[src/rtl/dpll_lock_controller.sv]
// dpll_lock_controller: DPLL loop sequencer.
// Counts DLF carry/borrow slips over windows of reference edges. Runs the DLF in a
// narrow-K acquisition gear until slip activity stays low, then shifts to a wide-K
// tracking gear and flags lock.
// Optional feature: define DPLL_REF_LOSS_EN to add the reference-loss watchdog.
// Without it, refLost is tied low and REF_TIMEOUT is unused.
module dpll_lock_controller #(
    parameter int unsigned K_ACQ_EXP     = 4,
    parameter int unsigned K_TRK_EXP     = 8,
    parameter int unsigned WINDOW        = 16,
    parameter int unsigned LOCK_THRESH   = 2,
    parameter int unsigned LOCK_COUNT    = 4,
    parameter int unsigned UNLOCK_THRESH = 8,
    parameter int unsigned REF_TIMEOUT   = 4096
) (
    input  logic       oscInput,
    input  logic       reset,
    input  logic       baseClockInput,
    input  logic       dlfCarry,
    input  logic       dlfBorrow,
    output logic [4:0] kExp,
    output logic       dlfEnable,
    output logic       locked,
    output logic [1:0] state,
    output logic [7:0] slipCount,
    output logic       refLost
);

    localparam int unsigned WinW  = $clog2(WINDOW + 1);
    localparam int unsigned GoodW = $clog2(LOCK_COUNT + 1);

    localparam logic [4:0]       KAcq      = 5'(K_ACQ_EXP);
    localparam logic [4:0]       KTrk      = 5'(K_TRK_EXP);
    localparam logic [WinW-1:0]  WinLast   = WinW'(WINDOW - 1);
    localparam logic [GoodW-1:0] GoodLast  = GoodW'(LOCK_COUNT - 1);
    localparam logic [7:0]       LockThr   = 8'(LOCK_THRESH);
    localparam logic [7:0]       UnlockThr = 8'(UNLOCK_THRESH);

    typedef enum logic [1:0] {
        StHold    = 2'd0,
        StAcquire = 2'd1,
        StTrack   = 2'd2
    } state_e;

    // Reference synchroniser and edge detector
    logic sync1_q, sync2_q, sync3_q;
    logic ref_edge_q;

    // Measurement and FSM state
    state_e           state_q;
    logic             hold_cnt_q;
    logic [WinW-1:0]  win_q;
    logic [GoodW-1:0] good_q;
    logic [7:0]       acc_q;
    logic [7:0]       slip_q;
    logic [4:0]       kexp_q;
    logic             en_q;
    logic             locked_q;

    logic [8:0] acc_sum;
    logic [7:0] slip_d;
    logic       win_end;
    logic       ref_timeout;

    // Two-flop synchroniser, then a registered rising-edge pulse (3 cycles after the ref edge)
    always_ff @(posedge oscInput or posedge reset) begin
        if (reset) begin
            sync1_q    <= 1'b0;
            sync2_q    <= 1'b0;
            sync3_q    <= 1'b0;
            ref_edge_q <= 1'b0;
        end else begin
            sync1_q    <= baseClockInput;
            sync2_q    <= sync1_q;
            sync3_q    <= sync2_q;
            ref_edge_q <= sync2_q & ~sync3_q;
        end
    end

    // Saturating accumulate, including this cycle's slips
    always_comb begin
        acc_sum = {1'b0, acc_q} + {8'd0, dlfCarry} + {8'd0, dlfBorrow};
        slip_d  = acc_sum[8] ? 8'hFF : acc_sum[7:0];
        win_end = ref_edge_q && (win_q == WinLast);
    end

`ifdef DPLL_REF_LOSS_EN
    logic [12:0] wd_q;
    logic        ref_lost_q;

    // Fires on the cycle that completes REF_TIMEOUT cycles without a reference edge
    assign ref_timeout = !ref_lost_q && !ref_edge_q && (wd_q == 13'(REF_TIMEOUT - 1));

    // Watchdog: restarts on every ref edge, freezes once the reference is declared lost
    always_ff @(posedge oscInput or posedge reset) begin
        if (reset) begin
            wd_q       <= 13'd0;
            ref_lost_q <= 1'b0;
        end else if (ref_edge_q) begin
            wd_q       <= 13'd0;
            ref_lost_q <= 1'b0;
        end else if (ref_timeout) begin
            wd_q       <= 13'd0;
            ref_lost_q <= 1'b1;
        end else if (!ref_lost_q) begin
            wd_q       <= wd_q + 13'd1;
        end
    end

    assign refLost = ref_lost_q;
`else
    logic unused_ref_timeout;

    assign unused_ref_timeout = ^REF_TIMEOUT;
    assign ref_timeout        = 1'b0;
    assign refLost            = 1'b0;
`endif

    // Gear-shift FSM with registered outputs and measurement counters
    always_ff @(posedge oscInput or posedge reset) begin
        if (reset) begin
            state_q    <= StHold;
            hold_cnt_q <= 1'b0;
            win_q      <= '0;
            good_q     <= '0;
            acc_q      <= 8'd0;
            slip_q     <= 8'd0;
            kexp_q     <= KAcq;
            en_q       <= 1'b0;
            locked_q   <= 1'b0;
        end else if (ref_timeout) begin
            state_q    <= StHold;
            hold_cnt_q <= 1'b0;
            win_q      <= '0;
            good_q     <= '0;
            acc_q      <= 8'd0;
            kexp_q     <= KAcq;
            en_q       <= 1'b0;
            locked_q   <= 1'b0;
        end else begin
            case (state_q)
                StHold: begin
                    // Slips are ignored until the loop is running
                    acc_q    <= 8'd0;
                    win_q    <= '0;
                    good_q   <= '0;
                    kexp_q   <= KAcq;
                    en_q     <= 1'b0;
                    locked_q <= 1'b0;
                    if (ref_edge_q) begin
                        if (hold_cnt_q) begin
                            state_q    <= StAcquire;
                            hold_cnt_q <= 1'b0;
                            en_q       <= 1'b1;
                        end else begin
                            hold_cnt_q <= 1'b1;
                        end
                    end
                end
                StAcquire, StTrack: begin
                    if (win_end) begin
                        slip_q <= slip_d;
                        acc_q  <= 8'd0;
                        win_q  <= '0;
                        if (state_q == StAcquire) begin
                            if (slip_d <= LockThr) begin
                                if (good_q == GoodLast) begin
                                    state_q  <= StTrack;
                                    kexp_q   <= KTrk;
                                    locked_q <= 1'b1;
                                    good_q   <= '0;
                                end else begin
                                    good_q   <= good_q + GoodW'(1);
                                end
                            end else begin
                                good_q <= '0;
                            end
                        end else if (slip_d > UnlockThr) begin
                            state_q  <= StAcquire;
                            kexp_q   <= KAcq;
                            locked_q <= 1'b0;
                            good_q   <= '0;
                        end
                    end else begin
                        acc_q <= slip_d;
                        if (ref_edge_q) begin
                            win_q <= win_q + WinW'(1);
                        end
                    end
                end
                default: begin
                    state_q  <= StHold;
                    kexp_q   <= KAcq;
                    en_q     <= 1'b0;
                    locked_q <= 1'b0;
                end
            endcase
        end
    end

    assign kExp      = kexp_q;
    assign dlfEnable = en_q;
    assign locked    = locked_q;
    assign state     = state_q;
    assign slipCount = slip_q;

endmodule
[config.mk]
export PLATFORM = sky130hd
export DESIGN_NAME = dpll_lock_controller
export DESIGN_NICKNAME = d
export VERILOG_FILES = /design/src/rtl/dpll_lock_controller.sv
export SDC_FILE = /design/constraint.sdc
export NUM_CORES = 1
export LEC_CHECK = 0
export ABC_AREA = 1
export CORE_MARGIN = 2
export CORE_UTILIZATION = 30
export CTS_BUF_LIST = sky130_fd_sc_hd__clkbuf_8
export DETAILED_ROUTE_END_ITERATION = 10
export GPL_TIMING_DRIVEN = 1
export PLACE_DENSITY = 0.58
export SYNTH_ARGS = -nofsm -noshare
export SYNTH_HDL_FRONTEND = slang
export SYNTH_SLANG_ARGS = --single-unit
[constraint.sdc]
create_clock -name oscInput -period 2.5 [get_ports oscInput]
set_input_delay 0.375 -clock oscInput [delete_from_list [all_inputs] [get_ports oscInput]]
set_output_delay 0.375 -clock oscInput [all_outputs]
set_load 0.1 [all_outputs]
Yosys cells after proc, flatten, opt, wreduce, memory -nomap -nowiden
Index checks and enable logic that the tools add are counted.
{"block": "word_totals", "regBits": 38, "output_inout_bits": 18}
{"block": "classes", "n_addsub": 4, "n_lt_le_gt_ge": 2, "n_eq_ne": 11, "mux": 36, "n_bitwise": 2, "n_reduce_logical": 10}
{"cell": "two-way mux 5 bit", "n": 8}
{"cell": "two-way mux 8 bit", "n": 2}
{"cell": "case mux 8 bit (2 select lines)", "n": 1}
{"cell": "two-way mux 3 bit", "n": 5}
{"cell": "two-way mux 2 bit", "n": 7}
{"cell": "inequality test 3 bit, second input constant", "n": 4}
{"cell": "case mux 5 bit (2 select lines)", "n": 1}
{"cell": "adder 8 x 1 -> 9 bit", "n": 1}
{"cell": "adder 9 x 1 -> 9 bit", "n": 1}
{"cell": "two-way mux 1 bit", "n": 9}
{"cell": "greater-than comparator 8 x 4 -> 1 bit, second input constant", "n": 1}
{"cell": "less-or-equal comparator 8 x 2 -> 1 bit, second input constant", "n": 1}
{"cell": "inequality test 2 bit, second input constant", "n": 3}
{"cell": "case mux 3 bit (2 select lines)", "n": 1}
{"cell": "AND reduction 2 bit", "n": 3}
{"cell": "AND reduction 6 bit", "n": 1}
{"cell": "adder 5 x 1 -> 5 bit, second input constant", "n": 1}
{"cell": "equality test 5 x 4 -> 1 bit, second input constant", "n": 1}
{"cell": "case mux 2 bit (2 select lines)", "n": 1}
{"cell": "AND reduction 4 bit", "n": 1}
{"cell": "adder 3 x 1 -> 3 bit, second input constant", "n": 1}
{"cell": "equality test 3 x 2 -> 1 bit, second input constant", "n": 1}
{"cell": "AND reduction 3 bit", "n": 1}
{"cell": "equality test 2 x 1 -> 1 bit, second input constant", "n": 1}
{"cell": "8 further kinds", "n": 8}

Logic depth before layout (Yosys ltp)
{"block": "depth", "word_depth": 8, "ltp_mapped": 14, "depth_no_buf": 14}

Worst setup path after synthesis
Ideal clock, no wire load.
{"block": "synth_path", "kind": "register -> register", "start": "reg state_q[1], in the netlist state[1]", "end": "reg good_q[0]", "setup_time_ps": 116, "t_arrival_ps": 2276, "t_required_ps": 2384, "setup_slack_ps": 108, "path_stages_with_launch": 12, "path_buffers": 0, "period_less_slack_ps": 2392, "cell_sequence": "dfrtp_1 -> inv_1 -> ha_1 -> inv_1 -> nor2_1 -> nand2_4 -> nor2_4 -> nor2_8 -> nand2_8 -> nand2_1 -> inv_1 -> nor2_2"}
{"block": "synth_between", "elab_chain_len": 4, "word_cells_on_any_way": 11, "cone_classes": "eq/ne: 4; mux: 3; reduce/logical: 4"}
{"element": "from (decl)", "line": "50", "source": "state_e state_q;"}
{"element": "from (signal assigned)", "line": "122", "source": "state_q <= StHold;"}
{"element": "from (signal assigned)", "line": "132", "source": "state_q <= StHold;"}
{"element": "from (signal assigned)", "line": "152", "source": "state_q <= StAcquire;"}
{"element": "equality test 2 x 1 -> 1 bit / equality test 2 bit (equally long branches)", "line": "141, 165"}
{"element": "OR reduction 2 bit / two-way mux 3 bit (equally long branches)", "line": "141, 165"}
{"element": "inequality test 3 bit (no source line) (tied with other cells)"}
{"element": "AND reduction 3 bit (no source line) / case mux 3 bit (2 select lines) (equally long branches)"}
{"element": "to (signal assigned)", "line": "173", "source": "good_q <= good_q + GoodW'(1);"}
{"element": "to (decl)", "line": "53", "source": "logic [GoodW-1:0] good_q;"}
Several ways; a longest one is shown, not always the timed one. The select of a mux whose other input is x is not followed.
A chain may end at the register's enable or synchronous reset.

Worst setup path in the final report
{"block": "layout_path", "start": "in dlfCarry", "end": "reg good_q[0]"}
{"block": "layout_between", "elab_chain_len": 8, "word_cells_on_any_way": 11, "cone_classes": "add/sub: 2; order compare: 2; eq/ne: 1; mux: 5; reduce/logical: 1"}
{"element": "from (decl)", "line": "19", "source": "input logic dlfCarry,"}
{"element": "adder 8 x 1 -> 9 bit (*)", "line": "82", "source": "acc_sum = {1'b0, acc_q} + {8'd0, dlfCarry} + {8'd0, dlfBorrow};"}
{"element": "adder 9 x 1 -> 9 bit (*)", "line": "82"}
{"element": "two-way mux 8 bit (*)", "line": "83", "source": "slip_d = acc_sum[8] ? 8'hFF : acc_sum[7:0];"}
{"element": "less-or-equal comparator 8 x 2 -> 1 bit", "line": "166", "source": "if (slip_d <= LockThr) begin"}
{"element": "two-way mux 3 bit", "line": "166"}
{"element": "two-way mux 3 bit", "line": "165", "source": "if (state_q == StAcquire) begin"}
{"element": "two-way mux 3 bit", "line": "161", "source": "if (win_end) begin"}
{"element": "case mux 3 bit (2 select lines)", "line": "141", "source": "case (state_q)"}
Mark *: on every way between the ends. The rest lies on a longest branch, timed or not. The select of a mux whose other input is x is not followed.

==> flow_metrics.tcl <==
set metrics [dict create \
    status "completed" \
    critPathLaunchType "primary input" \
    drv_cap 0 \
    dr_total_vias 1488 \
    netlist_area_um2 1960 \
    rrSetupSlack_ps 370 \
    async_flop_share 1.00 \
    worstSetupEndpoint "good_q[0]" \
    cts_tree "done" \
    grt_first_pass_wirelength_um 6480 \
    finalSetupViolations 0 \
    synth-edff-count 0 \
    start_util 0.309 \
    cts-hold-fix-buffers 0 \
    instances_no_fill 338 \
    placed_cell_area_um2 2220 \
    met3_length_um 114 \
    wire_per_inst_um 10.6 \
    rr_worst_depth 14 \
    drt_iter0_drc 92 \
    crit_start "dlfCarry" \
    grt.overflow.total 0 \
    core.rowCount 29 \
    vias_per_cell 4.40 \
    grt_use_total 0.112 \
    design_area_um2 2330 \
    post_cts_buffers 0 \
    grt_pass1_vias 1469 \
    numPlacedInstances 330 \
    die-height_um 84.9 \
    antenna_found_initial 0 \
    grt_max_degree 35 \
    crit_buf_inv 2 \
    drive_above_1_share 0.249 \
    dp_slack_ps -110 \
    yosysUniqueCellTypes 30 \
    critPathRequiredTime_ps 2690 \
    route.met2.wl_um 1650 \
    finClkSkew_ps 5.15 \
    route.top_layer_used "met4" \
    drc 0 \
    clk_pin_slew_worst_paths_ps 70 \
    final_nets 274 \
    area_growth_syn_to_layout_pct 18.6 \
    cpMaxStageDelayCell "fa_1" \
    cp_num_cells 15 \
    post-route-min-period_ps 2320 \
    synth_top_area_frac 0.421 \
    antenna_cells 0 \
    wl_met1_um 1730 \
    mostFrequentLayoutCell "nand2_1" \
    cp_top_family "simple AND/OR/NAND/NOR gates" \
    ant_nets 0 \
    max_stage_delay_ps 460 \
    ys_seq_area_frac 0.434 \
    cp_common_cell "nor2_4" \
    ios 23 \
    nFillCells 651 \
    worst_slack_ps 180 \
    final_util 0.367 \
    clk_path_buf_depth 2 \
    crit_arrival_ps 2510 \
    syn_area_per_cell_um2 8.46 \
    syn_inst 232 \
    path_max_fanout 7 \
    dp_hpwl_um 2700 \
    ys_ff_latch 34 \
    io_buffers 18 \
    cts_sinks 34 \
    total_leakage_power_nw 1.16 \
    crit_type "in2reg" \
    die_w_um 84.9 \
    critical_path.cell_chain "clkdlybuf4s50_1 -> fa_1 -> ha_1 -> nand2_2 -> nor2_4 -> nand2_4 -> nand3_2 -> nor2_4 -> nand2_4 -> nor2_4 -> nor2_8 -> nand2_8 -> nand2_1 -> inv_1 -> nor2_2" \
    synthTopCellsByArea "dfrtp_1 (42%), nand2_1 (9.6%), inv_1 (6.3%), ha_1 (5.1%), nor2_1 (2.9%)" \
    powerDensity_nw_per_um2 1130 \
    end_kind "register" \
    fmax_ghz 0.431 \
    totalPowerFinal_mw 2.63 \
    cts_resized 0 \
    drt-pass1-iter-count 4 \
    routed_wl_um 3580 \
    finalHoldViolations 0 \
    clockRootBuffer "clkbuf_8" \
    worstReg2RegStart "acc_q[0]" \
    finalSetupTns_ps 0 \
    gp_congestion 0.836 \
    rsz0062_at_grt "false" \
    die_area_um2 7200 \
    peakVddDrop_mv 0.451 \
    fin_crit_sh 0.928 \
    hold_ws_ps 356 \
    drv_slew 0 \
    hold_path.class "reg2reg" \
    synth_top_area_cell "dfrtp_1" \
    reg2reg_to "good_q[0]" \
    final_cell_mix "nand2_1 (50), inv_1 (33), dfrtp_1 (33)" \
    cts_made_buffers 5 \
    ys.flop_type "dfrtp_1" \
    coreArea_um2 6350 \
    yosys_warnings 0 \
    htreeDepth 2 \
    worst_skew_pair.late_latency_ps 290 \
]
==> power breakdown <==
part           switching (mW)  internal [mW]  total [mW]
clock                   0.200          0.278       0.478
sequential             0.0789          0.656       0.735
combinational           0.988          0.427        1.42
total                    1.27           1.36        2.63
==> per-layer routing <==
layer	up-vias	global-route usage
met5	-	0
met4	0	0.0519
met3	8	0.0272
met2	24	0.178
met1	675	0.145
li1	781	-
==> worst min-delay path by stage <==
stage            start       to  slack (ps)  depth (start not counted)
5_1_grt        sync1_q  sync2_q         360                          0
6_report       sync1_q  sync2_q         360                          0
2_1_floorplan  sync1_q  sync2_q         330                          0
3_3_place_gp   sync1_q  sync2_q         340                          0
3_5_place_dp   sync1_q  sync2_q         340                          0
4_1_cts        sync1_q  sync2_q         360                          0
==> sequential cells by signal, summed over array words and instances (netlist names) <==
register    count
acc_q           8
sync2_q         1
sync3_q         1
state           2
win_q           5
good_q          3
hold_cnt_q      1
kExp            2
sync1_q         1
dlfEnable       1
ref_edge_q      1
slipCount       8
==> cells by family after synthesis <==
logic type | Yosys count | share of synthesized area
AND/OR/NAND/NOR | 112 | 0.310
AO/OA/AOI/OAI | 27 | 0.0784
buffers and inverters | 45 | 0.0963
XOR/XNOR | 4 | 0.0179
flip-flops | 34 | 0.434
other | 1 | 0.00191
adder cells (fa/ha/maj) | 9 | 0.0612
==> cells in the mapped netlist, drive strengths merged (4+ instances only) <==
cell type	n
buf	6
nand2	60
nand4	8
inv	39
a21oi	4
nand3	13
o21ai	15
xor2	4
o22ai	5
ha	8
nor2	30
dfrtp	33
==> layout make-up <==
class	count	area (um2)	share of cell area
Clock buffer	8	110	0.0473
Sequential cell	34	852	0.366
Timing Repair Buffer	24	190	0.0817
Multi-Input combinational cell	156	932	0.401
Inverter	39	146	0.0629
Tap cell	77	96.3	0.0414
No activity file was read; power rests on OpenSTA's default activity.
